<file path="config.mk">
export PLATFORM = sky130hd
export DESIGN_NAME = alarm_ctrl
export DESIGN_NICKNAME = d
export VERILOG_FILES = /design/src/rtl/alarm_ctrl.sv
export SDC_FILE = /design/constraint.sdc
export NUM_CORES = 1
export LEC_CHECK = 0
export BUFFER_PORTS_ARGS = -buffer_cell sky130_fd_sc_hd__buf_2
export CAP_MARGIN = 20
export CORE_MARGIN = 2
export CORE_UTILIZATION = 50
export DETAILED_ROUTE_END_ITERATION = 7
export GPL_ROUTABILITY_DRIVEN = 1
export PLACE_DENSITY = 0.7
export SLEW_MARGIN = 20
export SYNTH_ARGS = -nofsm -noshare
export SYNTH_HDL_FRONTEND = slang
export SYNTH_SLANG_ARGS = --single-unit
</file>
<file path="constraint.sdc">
create_clock -name clk -period 3.1 [get_ports clk]
set_input_delay 0.31 -clock clk [delete_from_list [all_inputs] [get_ports clk]]
set_output_delay 0.31 -clock clk [all_outputs]
set_load 0.02 [all_outputs]
</file>
<file path="src/rtl/alarm_ctrl.sv">
// Memory-mapped alarm responder: compares a programmed BCD alarm time against the
// live time once per second and sequences ring / snooze / dismiss for the buzzer.
module alarm_ctrl #(
  parameter int ADDRWIDTH = 4,
  parameter int SNOOZE_W  = 12
) (
  input  logic                 clk,
  input  logic                 rst,
  input  logic                 wr,
  input  logic [ADDRWIDTH-1:0] waddr,
  input  logic [31:0]          wdata,
  input  logic                 rd,
  input  logic [ADDRWIDTH-1:0] raddr,
  output logic [31:0]          rdata,
  input  logic                 sec_tick,
  input  logic [23:0]          time_bcd,
  output logic                 ring,
  output logic [1:0]           alarm_state
);

  typedef enum logic [1:0] {
    S_IDLE    = 2'd0,
    S_ARMED   = 2'd1,
    S_RINGING = 2'd2,
    S_SNOOZE  = 2'd3
  } state_t;

  localparam logic [1:0] A_CTRL   = 2'd0;
  localparam logic [1:0] A_ALARM  = 2'd1;
  localparam logic [1:0] A_SNZLEN = 2'd2;
  localparam logic [1:0] A_STATUS = 2'd3;

  // Programmable registers and one-cycle command pulses.
  logic                en_q, en_d;
  logic [7:0]          ring_to_q, ring_to_d;
  logic [23:0]         alarm_time_q, alarm_time_d;
  logic [SNOOZE_W-1:0] snooze_len_q, snooze_len_d;
  logic                snz_req_q, snz_req_d;
  logic                dis_req_q, dis_req_d;
  logic                mclr_req_q, mclr_req_d;

  // FSM and its counters.
  state_t              state_q, state_d;
  logic                ring_q, ring_d;
  logic [7:0]          ring_cnt_q, ring_cnt_d;
  logic [SNOOZE_W-1:0] snooze_cnt_q, snooze_cnt_d;
  logic                missed_q, missed_d;
  logic                missed_set;

  logic [31:0]         rdata_q, rdata_d;
  logic [31:0]         rd_mux;

  // Only waddr/raddr[3:2] select a register and wdata[31:24] is never stored.
  logic                unused_bits;
  assign unused_bits = ^{waddr, raddr, wdata[31:24]};

  always_comb begin
    en_d         = en_q;
    ring_to_d    = ring_to_q;
    alarm_time_d = alarm_time_q;
    snooze_len_d = snooze_len_q;
    snz_req_d    = 1'b0;
    dis_req_d    = 1'b0;
    mclr_req_d   = 1'b0;
    if (wr) begin
      case (waddr[3:2])
        A_CTRL: begin
          en_d       = wdata[0];
          snz_req_d  = wdata[1];
          dis_req_d  = wdata[2];
          mclr_req_d = wdata[3];
          ring_to_d  = wdata[15:8];
        end
        A_ALARM:  alarm_time_d = wdata[23:0];
        A_SNZLEN: snooze_len_d = wdata[SNOOZE_W-1:0];
        default: ;
      endcase
    end
  end

  // Commands are seen by the FSM one cycle after the write edge, so a same-cycle
  // ALARM_TIME write never affects a match on that cycle's tick.
  always_comb begin
    state_d      = state_q;
    ring_cnt_d   = ring_cnt_q;
    snooze_cnt_d = snooze_cnt_q;
    missed_set   = 1'b0;
    if (!en_q) begin
      state_d      = S_IDLE;
      ring_cnt_d   = 8'd0;
      snooze_cnt_d = '0;
    end else begin
      case (state_q)
        S_IDLE: state_d = S_ARMED;
        S_ARMED: begin
          if (sec_tick && (time_bcd == alarm_time_q)) begin
            state_d    = S_RINGING;
            ring_cnt_d = 8'd0;
          end
        end
        S_RINGING: begin
          if (dis_req_q) begin
            state_d = S_ARMED;
          end else if (snz_req_q && (snooze_len_q != '0)) begin
            state_d      = S_SNOOZE;
            snooze_cnt_d = snooze_len_q;
          end else if ((ring_to_q != 8'd0) && (ring_cnt_q >= ring_to_q)) begin
            state_d    = S_ARMED;
            missed_set = 1'b1;
          end else if (sec_tick && (ring_cnt_q != 8'hFF)) begin
            ring_cnt_d = ring_cnt_q + 8'd1;
          end
        end
        S_SNOOZE: begin
          if (dis_req_q) begin
            state_d = S_ARMED;
          end else if (sec_tick) begin
            if (snooze_cnt_q <= SNOOZE_W'(1)) begin
              state_d      = S_RINGING;
              snooze_cnt_d = '0;
              ring_cnt_d   = 8'd0;
            end else begin
              snooze_cnt_d = snooze_cnt_q - SNOOZE_W'(1);
            end
          end
        end
        default: state_d = S_IDLE;
      endcase
    end
  end

  always_comb begin
    ring_d   = (state_q == S_RINGING);
    missed_d = missed_q;
    if (mclr_req_q) missed_d = 1'b0;
    if (missed_set) missed_d = 1'b1;
  end

  always_comb begin
    rd_mux = 32'd0;
    case (raddr[3:2])
      A_CTRL:   rd_mux = {16'd0, ring_to_q, 7'd0, en_q};
      A_ALARM:  rd_mux = {8'd0, alarm_time_q};
      A_SNZLEN: rd_mux[SNOOZE_W-1:0] = snooze_len_q;
      A_STATUS: begin
        rd_mux[1:0]            = state_q;
        rd_mux[2]              = ring_q;
        rd_mux[3]              = missed_q;
        rd_mux[15:8]           = ring_cnt_q;
        rd_mux[16 +: SNOOZE_W] = snooze_cnt_q;
      end
      default: ;
    endcase
    rdata_d = rd ? rd_mux : rdata_q;
  end

  always_ff @(posedge clk) begin
    if (rst) begin
      en_q         <= 1'b0;
      ring_to_q    <= 8'd0;
      alarm_time_q <= 24'd0;
      snooze_len_q <= '0;
      snz_req_q    <= 1'b0;
      dis_req_q    <= 1'b0;
      mclr_req_q   <= 1'b0;
      state_q      <= S_IDLE;
      ring_q       <= 1'b0;
      ring_cnt_q   <= 8'd0;
      snooze_cnt_q <= '0;
      missed_q     <= 1'b0;
      rdata_q      <= 32'd0;
    end else begin
      en_q         <= en_d;
      ring_to_q    <= ring_to_d;
      alarm_time_q <= alarm_time_d;
      snooze_len_q <= snooze_len_d;
      snz_req_q    <= snz_req_d;
      dis_req_q    <= dis_req_d;
      mclr_req_q   <= mclr_req_d;
      state_q      <= state_d;
      ring_q       <= ring_d;
      ring_cnt_q   <= ring_cnt_d;
      snooze_cnt_q <= snooze_cnt_d;
      missed_q     <= missed_d;
      rdata_q      <= rdata_d;
    end
  end

  assign rdata       = rdata_q;
  assign ring        = ring_q;
  assign alarm_state = state_q;

endmodule
</file>
==> flow_summary.toml, run 1 <==
[setup_path]
slowest_delay_ps = 570
path_max_fanout = 6
path_class = "flip-flop to flip-flop"
slowest_stage = "o41a_2"
cp_top_family = "compound AO/OA/AOI/OAI gates"
crit_buf_inv = 1
required_ps = 3350
arrival_ps = 2840
cp-end-kind = "flip-flop"
crit_path_cell_trace = "inv_1 -> ha_1 -> nor2b_1 -> o211a_1 -> o311a_1 -> o41a_2 -> a211oi_1 -> o32ai_1"
start_kind = "flip-flop"

[clocking]
cts_htree_levels = 3
cts_buffer_depth = 2
cts_resized = 0
cts_buffers = 9
cts_root_buffer = "clkbuf_8"
worstSkewPairLatency_ps = 380
cts_setup_buffers = 0
clock_sinks = 100
cts_tree = "yes"
hold_buffers = 0
cts.clk_slew.worst_paths_ps = 100

[layout]
diodes = 0
layout-drive-gt1-share_pct = 18.0
nNetsFinal = 759
area_delta_synth_final_pct = 14.8

[yosys]
synth_edf_count = 0
yosys-top-cells-count = "dfxtp_1 (100), nand2_1 (100), nor2_1 (58)"
netlist.top_cell.by_area = "dfxtp_1"
synth.area.top_cells = "dfxtp_1 (40%), nand2_1 (7.6%), a21oi_1 (5.2%), nor2_1 (4.4%), ha_1 (4.3%)"
synth_cells = 602
yosysWarnings = 0
synthDistinctLibCells = 59
synth_seq_cells = 100
postSynthAreaPerCell_um2 = 8.23
synth-main-ff-cell = "dfxtp_1"
seq_area_frac_synth_pct = 40.4
synth_top_area_share_pct = 40.4
netlist_area_um2 = 4950
async_flop_share_pct = 0

[pwr]
powerDensity_nw_per_um2 = 438
switchingPower_uw = 659
vdd_ir_drop_max_mv = 0.252
pwr-share-seq_pct = 53.8
p_int_uw = 1830
clockPowerShare_pct = 35.8
swShare_pct = 26.5
power_leakage_uw = 0.00225
combPwrFrac_pct = 10.4
total_power_uw = 2490

[timing]
finalCriticalPeriod_ps = 2590
setup-tns-final_ps = 0
worst_pin_slew_ps = 1030
maxSlewViolCount = 0
fin_skew_ps = 12.9
fmax_mhz = 386
rsz0062_at_grt = "no"
hold_viol_final = 0
fin_crit_sh_pct = 83.6
worst_slew_margin_rel_pct = 31.0
setup_viol = 0

[detailed_routing]
drt-pass1-iter-count = 5
via_per_inst = 5.99
post_drt_wl_per_cell_um = 18.2
drt_first_iter_violations = 422
ant_nets = 0
met3WireLength_um = 1030
maxUsedRoutingLayer = "met4"
wl_met2_um = 6700
wl_met1_um = 6720
vias = 4860
totalWireLength_um = 14700
drc = 0

[job]
max_cap_viol_count = 0

[floorplan]
fp.dieW_um = 104
io_pins = 104
initial_utilization_pct = 51.1
die_h_um = 104
fp.coreArea_um2 = 9680
die_area_um2 = 10700
rows = 36

[hold_path]
hp-class = "input pin to flip-flop"

[global_routing]
grt_start_max_net_pins = 76
antenna_found_initial = 0
grt_overflow = 0
grt_pass1_vias = 4472
track_usage_pct = 27.2
grt_pass1_wl_um = 23300

[placement]
dp_hpwl_um = 10800
port_buffers = 87
gp_congestion = 0.883

[run_status]
outcome = "complete, no violations"
==> final timing paths <==
kind	endpoint	from	cells past startpoint	slack [ps]
hold / removal	alarm_time_q[23]	wdata[23]	3	160
hold reg to reg	ring_to_q[1]	ring_to_q[1]	2	480
setup reg to reg	ring_cnt_q[4]	ring_to_q[1]	8	510
setup / recovery	ring_cnt_q[4]	ring_to_q[1]	8	510
==> power groups by stage <==
stage	clock, uW	sequential (uW)	combinational, uW
after global placement	0	1370	252
after floorplan	0	1360	156
after detailed placement	0	1370	257
final	892	1340	260
after global routing	950	1340	283
after CTS	898	1340	258
==> sequential cells by signal, summed over array words and instances, names as in the netlist <==
| register | count |
|---|---|
| mclr_req_q | 1 |
| rdata | 28 |
| snooze_len_q | 12 |
| ring | 1 |
| snz_req_q | 1 |
| missed_q | 1 |
| alarm_state | 2 |
| ring_cnt_q | 8 |
| snooze_cnt_q | 12 |
| ring_to_q | 8 |
| dis_req_q | 1 |
| en_q | 1 |
| alarm_time_q | 24 |
==> final cells by class <==
| type | count | area [um^2] |
|---|---|---|
| tap | 133 | 166 |
| clock buffer | 12 | 155 |
| multi-input combinational | 449 | 2740 |
| timing repair buffer | 95 | 495 |
| clock inverter | 4 | 55.1 |
| inverter | 18 | 67.6 |
| sequential | 100 | 2000 |
| fill | 922 | 4000 |
==> worst min-delay path, cell delays in order <==
cell and delay (ps):
buf_2 100, nand2_1 40, a21oi_1 50
==> layer usage <==
metal | vias to the layer above | track usage [%]
li1 | 2307 | -
met3 | 18 | 3.65
met4 | 0 | 11.2
met2 | 205 | 41.8
met1 | 2330 | 38.6
met5 | - | 0
==> cells in the final DEF (no fill, tap or decap), drive strengths merged, types with 4 or more instances in the layout <==
master  netlist  final
nor3         17     17
a21oi        51     51
o21ai        15     15
mux2i        13     13
nand2       100    100
ha           17     17
conb          1      4
a22oi        18     18
buf           7     95
xor2         12     12
dfxtp       100    100
nand4         6      6
a222oi       15     15
clkbuf       31     12
a22o          4      4
a211oi        4      4
nand3        14     14
nor2         58     58
a31oi         5      5
or4           4      4
nand3b        4      4
nor2b         5      5
inv          17     18
xnor2        14     14
and2          4      4
a311oi        6      6
o31ai         5      5
nor4          9      9
==> per-stage QoR <==
stage	worst slack [ps]	utilization (%)	instance area, um^2	hold slack, ps	cells
CTS	523	58.7	5690	150	811
floorplan	741	-	4960	432	605
global route	401	58.7	5690	165	811
global placement	577	56.5	5480	456	795
detailed placement	544	56.5	5480	466	795
finish	508	58.7	5690	158	811
==> kinds of logic (layout without fill, tap and decap cells) <==
| kind of cell | count (synthesis) | in the layout | share of synthesized area, % |
|---|---|---|---|
| compound gates | 150 | 150 | 21.2 |
| xor+xnor | 26 | 26 | 4.60 |
| mux | 13 | 13 | 2.63 |
| simple gates | 239 | 239 | 22.2 |
| buf+inv | 56 | 129 | 4.55 |
| fa+ha+maj | 17 | 17 | 4.30 |
| other cells | 1 | 4 | 0.0757 |
| flops | 100 | 100 | 40.4 |
(Power assumes the default switching activity.)
==> run 2, diff against run 1 <==
Settings changed: ABC_AREA set to 1, PLACE_DENSITY 0.7 to 0.72.
Clock period 3.1 ns to 2.2 ns, I/O delays scaled along.
==> run 2 against run 1 <==
  * Core utilization increased by 0.13 points
  * Sequential cell count unchanged
  * Die area grew 5.8%
  * Fmax increased by 32%
  * Wire length grew 4.2%
  * Sequential power is 43% higher
  * Total power up 46%
  * Critical path type unchanged
  * Largest cell class unchanged
  * Highest routed layer unchanged
==> flow_summary.toml, run 2 <==
[run_status]
outcome = "complete, no violations"

[placement]
post-place-ws_ps = 270
dp_hpwl_um = 11800
port_buffers = 87
numPlacedInstances = 983
placed_area_um2 = 5820
gp_congestion = 0.901

[floorplan]
fp.coreArea_um2 = 10300
fp.dieW_um = 106
rows = 37
initial_utilization_pct = 51.1
io_pins = 104
die_h_um = 106
die_area_um2 = 11300

[global_routing]
grt_start_max_net_pins = 32
grt_pass1_vias = 4862
antenna_found_initial = 0
grt_overflow = 0
track_usage_pct = 27.4
grt_pass1_wl_um = 24200

[layout]
filler_cell_count = 977
layout.area.seq_um2 = 2000
largest_reg_flops = 28
finalNonFillerCells = 1000
layout-drive-gt1-share_pct = 17.8
final_common_cell = "nand2_1"
final_area_um2 = 6050
nNetsFinal = 945
diodes = 0
area_delta_synth_final_pct = 15.2
multiInputGateArea_um2 = 2700
mostFrequentLayoutCells = "nand2_1 (184), dfxtp_1 (100), buf_2 (87), inv_1 (84), a21oi_1 (80)"

[setup_path]
cp_top_family = "simple AND/OR/NAND/NOR gates"
cp-end-kind = "flip-flop"
required_ps = 2480
slowest_stage = "dfxtp_1"
crit_path_cell_trace = "inv_1 -> ha_2 -> o21ai_1 -> nor2_2 -> nand2_2 -> nand2_4 -> inv_4 -> nor3_4 -> nand3_2 -> nor2_1 -> nor2_1"
slowest_delay_ps = 360
path_class = "flip-flop to flip-flop"
cp_common_cell = "nor2_1"
start_kind = "flip-flop"
arrival_ps = 2250
crit_buf_inv = 2
path_max_fanout = 14

[yosys]
synth.most_common_cell = "nand2_1"
synth.area.top_cells = "dfxtp_1 (38%), nand2_1 (13%), a21oi_1 (7.6%), inv_1 (6.0%), o21ai_0 (5.5%)"
netlist.top_cell.by_area = "dfxtp_1"
synth-main-ff-cell = "dfxtp_1"
synth_edf_count = 0
synth_top_area_share_pct = 38.1
yosysWarnings = 0
postSynthAreaPerCell_um2 = 6.77
synth_seq_cells = 100
yosys-top-cells-count = "nand2_1 (185), dfxtp_1 (100), inv_1 (84)"
synthDistinctLibCells = 44
synth_cells = 775
async_flop_share_pct = 0
netlist_area_um2 = 5250
seq_area_frac_synth_pct = 38.1

[detailed_routing]
vias = 5415
ant_nets = 0
drt-pass1-iter-count = 5
wl_met1_um = 6690
wl_met2_um = 6890
post_drt_wl_per_cell_um = 15.3
drt_first_iter_violations = 469
totalWireLength_um = 15300
maxUsedRoutingLayer = "met4"
drc = 0
met3WireLength_um = 1330
via_per_inst = 5.42

[hold_path]
hp-class = "input pin to flip-flop"

[clocking]
worstSkewPairLatency_ps = 380
cts_buffers = 9
cts.clk_slew.worst_paths_ps = 100
cts_tree = "yes"
cts_htree_levels = 3
cts_buffer_depth = 2
cts_root_buffer = "clkbuf_8"
clock_sinks = 100

[timing]
maxSlewViolCount = 0
setup-tns-final_ps = 0
worst_pin_slew_ps = 601
fmax_mhz = 508
fin_crit_sh_pct = 89.5
rsz0062_at_grt = "no"
fin_ws_ps = 231
fin_skew_ps = 13.5
finalCriticalPeriod_ps = 1970
hold_viol_final = 0
worst_slew_margin_rel_pct = 59.9
setup_viol = 0

[pwr]
power_leakage_uw = 0.00275
vdd_ir_drop_max_mv = 0.267
powerDensity_nw_per_um2 = 600

[job]
max_cap_viol_count = 0
run 2: through the flow:
stage          power [uW]  utilization, %  hold slack (ps)
2_1_floorplan        2230               -              354
3_3_place_gp         2390            56.7              452
3_5_place_dp         2400            56.7              457
4_1_cts              3630            58.7             56.8
5_1_grt              3760            58.8             66.3
6_report             3630            58.8             58.7
run 2: where the power goes:
group          internal, uW  total [uW]  switching (uW)
registers              1860        1910            43.5
logic                   161         463             302
clock network           590        1260             669
run 2: cells by family (layout without fill, tap and decap cells):
kind of cell / Yosys count / in the layout / share of synthesized area (%)
compound gates: 189 / 189 / 20.0
flops: 100 / 100 / 38.1
buf+inv: 144 / 230 / 10.8
other cells: 1 / 4 / 0.0714
fa+ha+maj: 17 / 17 / 4.05
simple gates: 312 / 312 / 24.9
xor+xnor: 12 / 12 / 2.00
run 2: final timing paths:
| kind | cells after the start | endpoint | from | slack (ps) |
|---|---|---|---|---|
| max | 11 | ring_cnt_q[3] | snooze_cnt_q[0] | 230 |
| max reg2reg | 11 | ring_cnt_q[3] | snooze_cnt_q[0] | 230 |
| min | 3 | alarm_time_q[20] | wdata[20] | 60 |
| min reg2reg | 2 | rdata[24] | rdata[24] | 470 |
run 2: layout make-up:
| class | instances | area share (%) |
|---|---|---|
| sequential | 100 | 33.1 |
| clock buffer | 11 | 2.50 |
| clock inverter | 5 | 0.972 |
| multi-input combinational | 534 | 44.6 |
| inverter | 113 | 7.06 |
| tap | 136 | 2.81 |
| timing repair buffer | 101 | 8.94 |
run 2: timing repair:
item	4_1_cts	5_1_grt
resized for setup	0	2
buffers inserted	0	1
hold buffers	0	0
setup endpoints to repair	0	1
run 2: per-layer routing:
metal	up-vias	global-route usage, %
li1	2688	-
met1	2449	38.0
met2	249	43.0
met3	29	3.19
met4	0	12.0
met5	-	0
run 2: worst min-delay path: cells and delay by family:
| kind | cells | cell delay, ps |
|---|---|---|
| and+or+nand+nor | 2 | 120 |
| buffers and inverters | 1 | 80 |
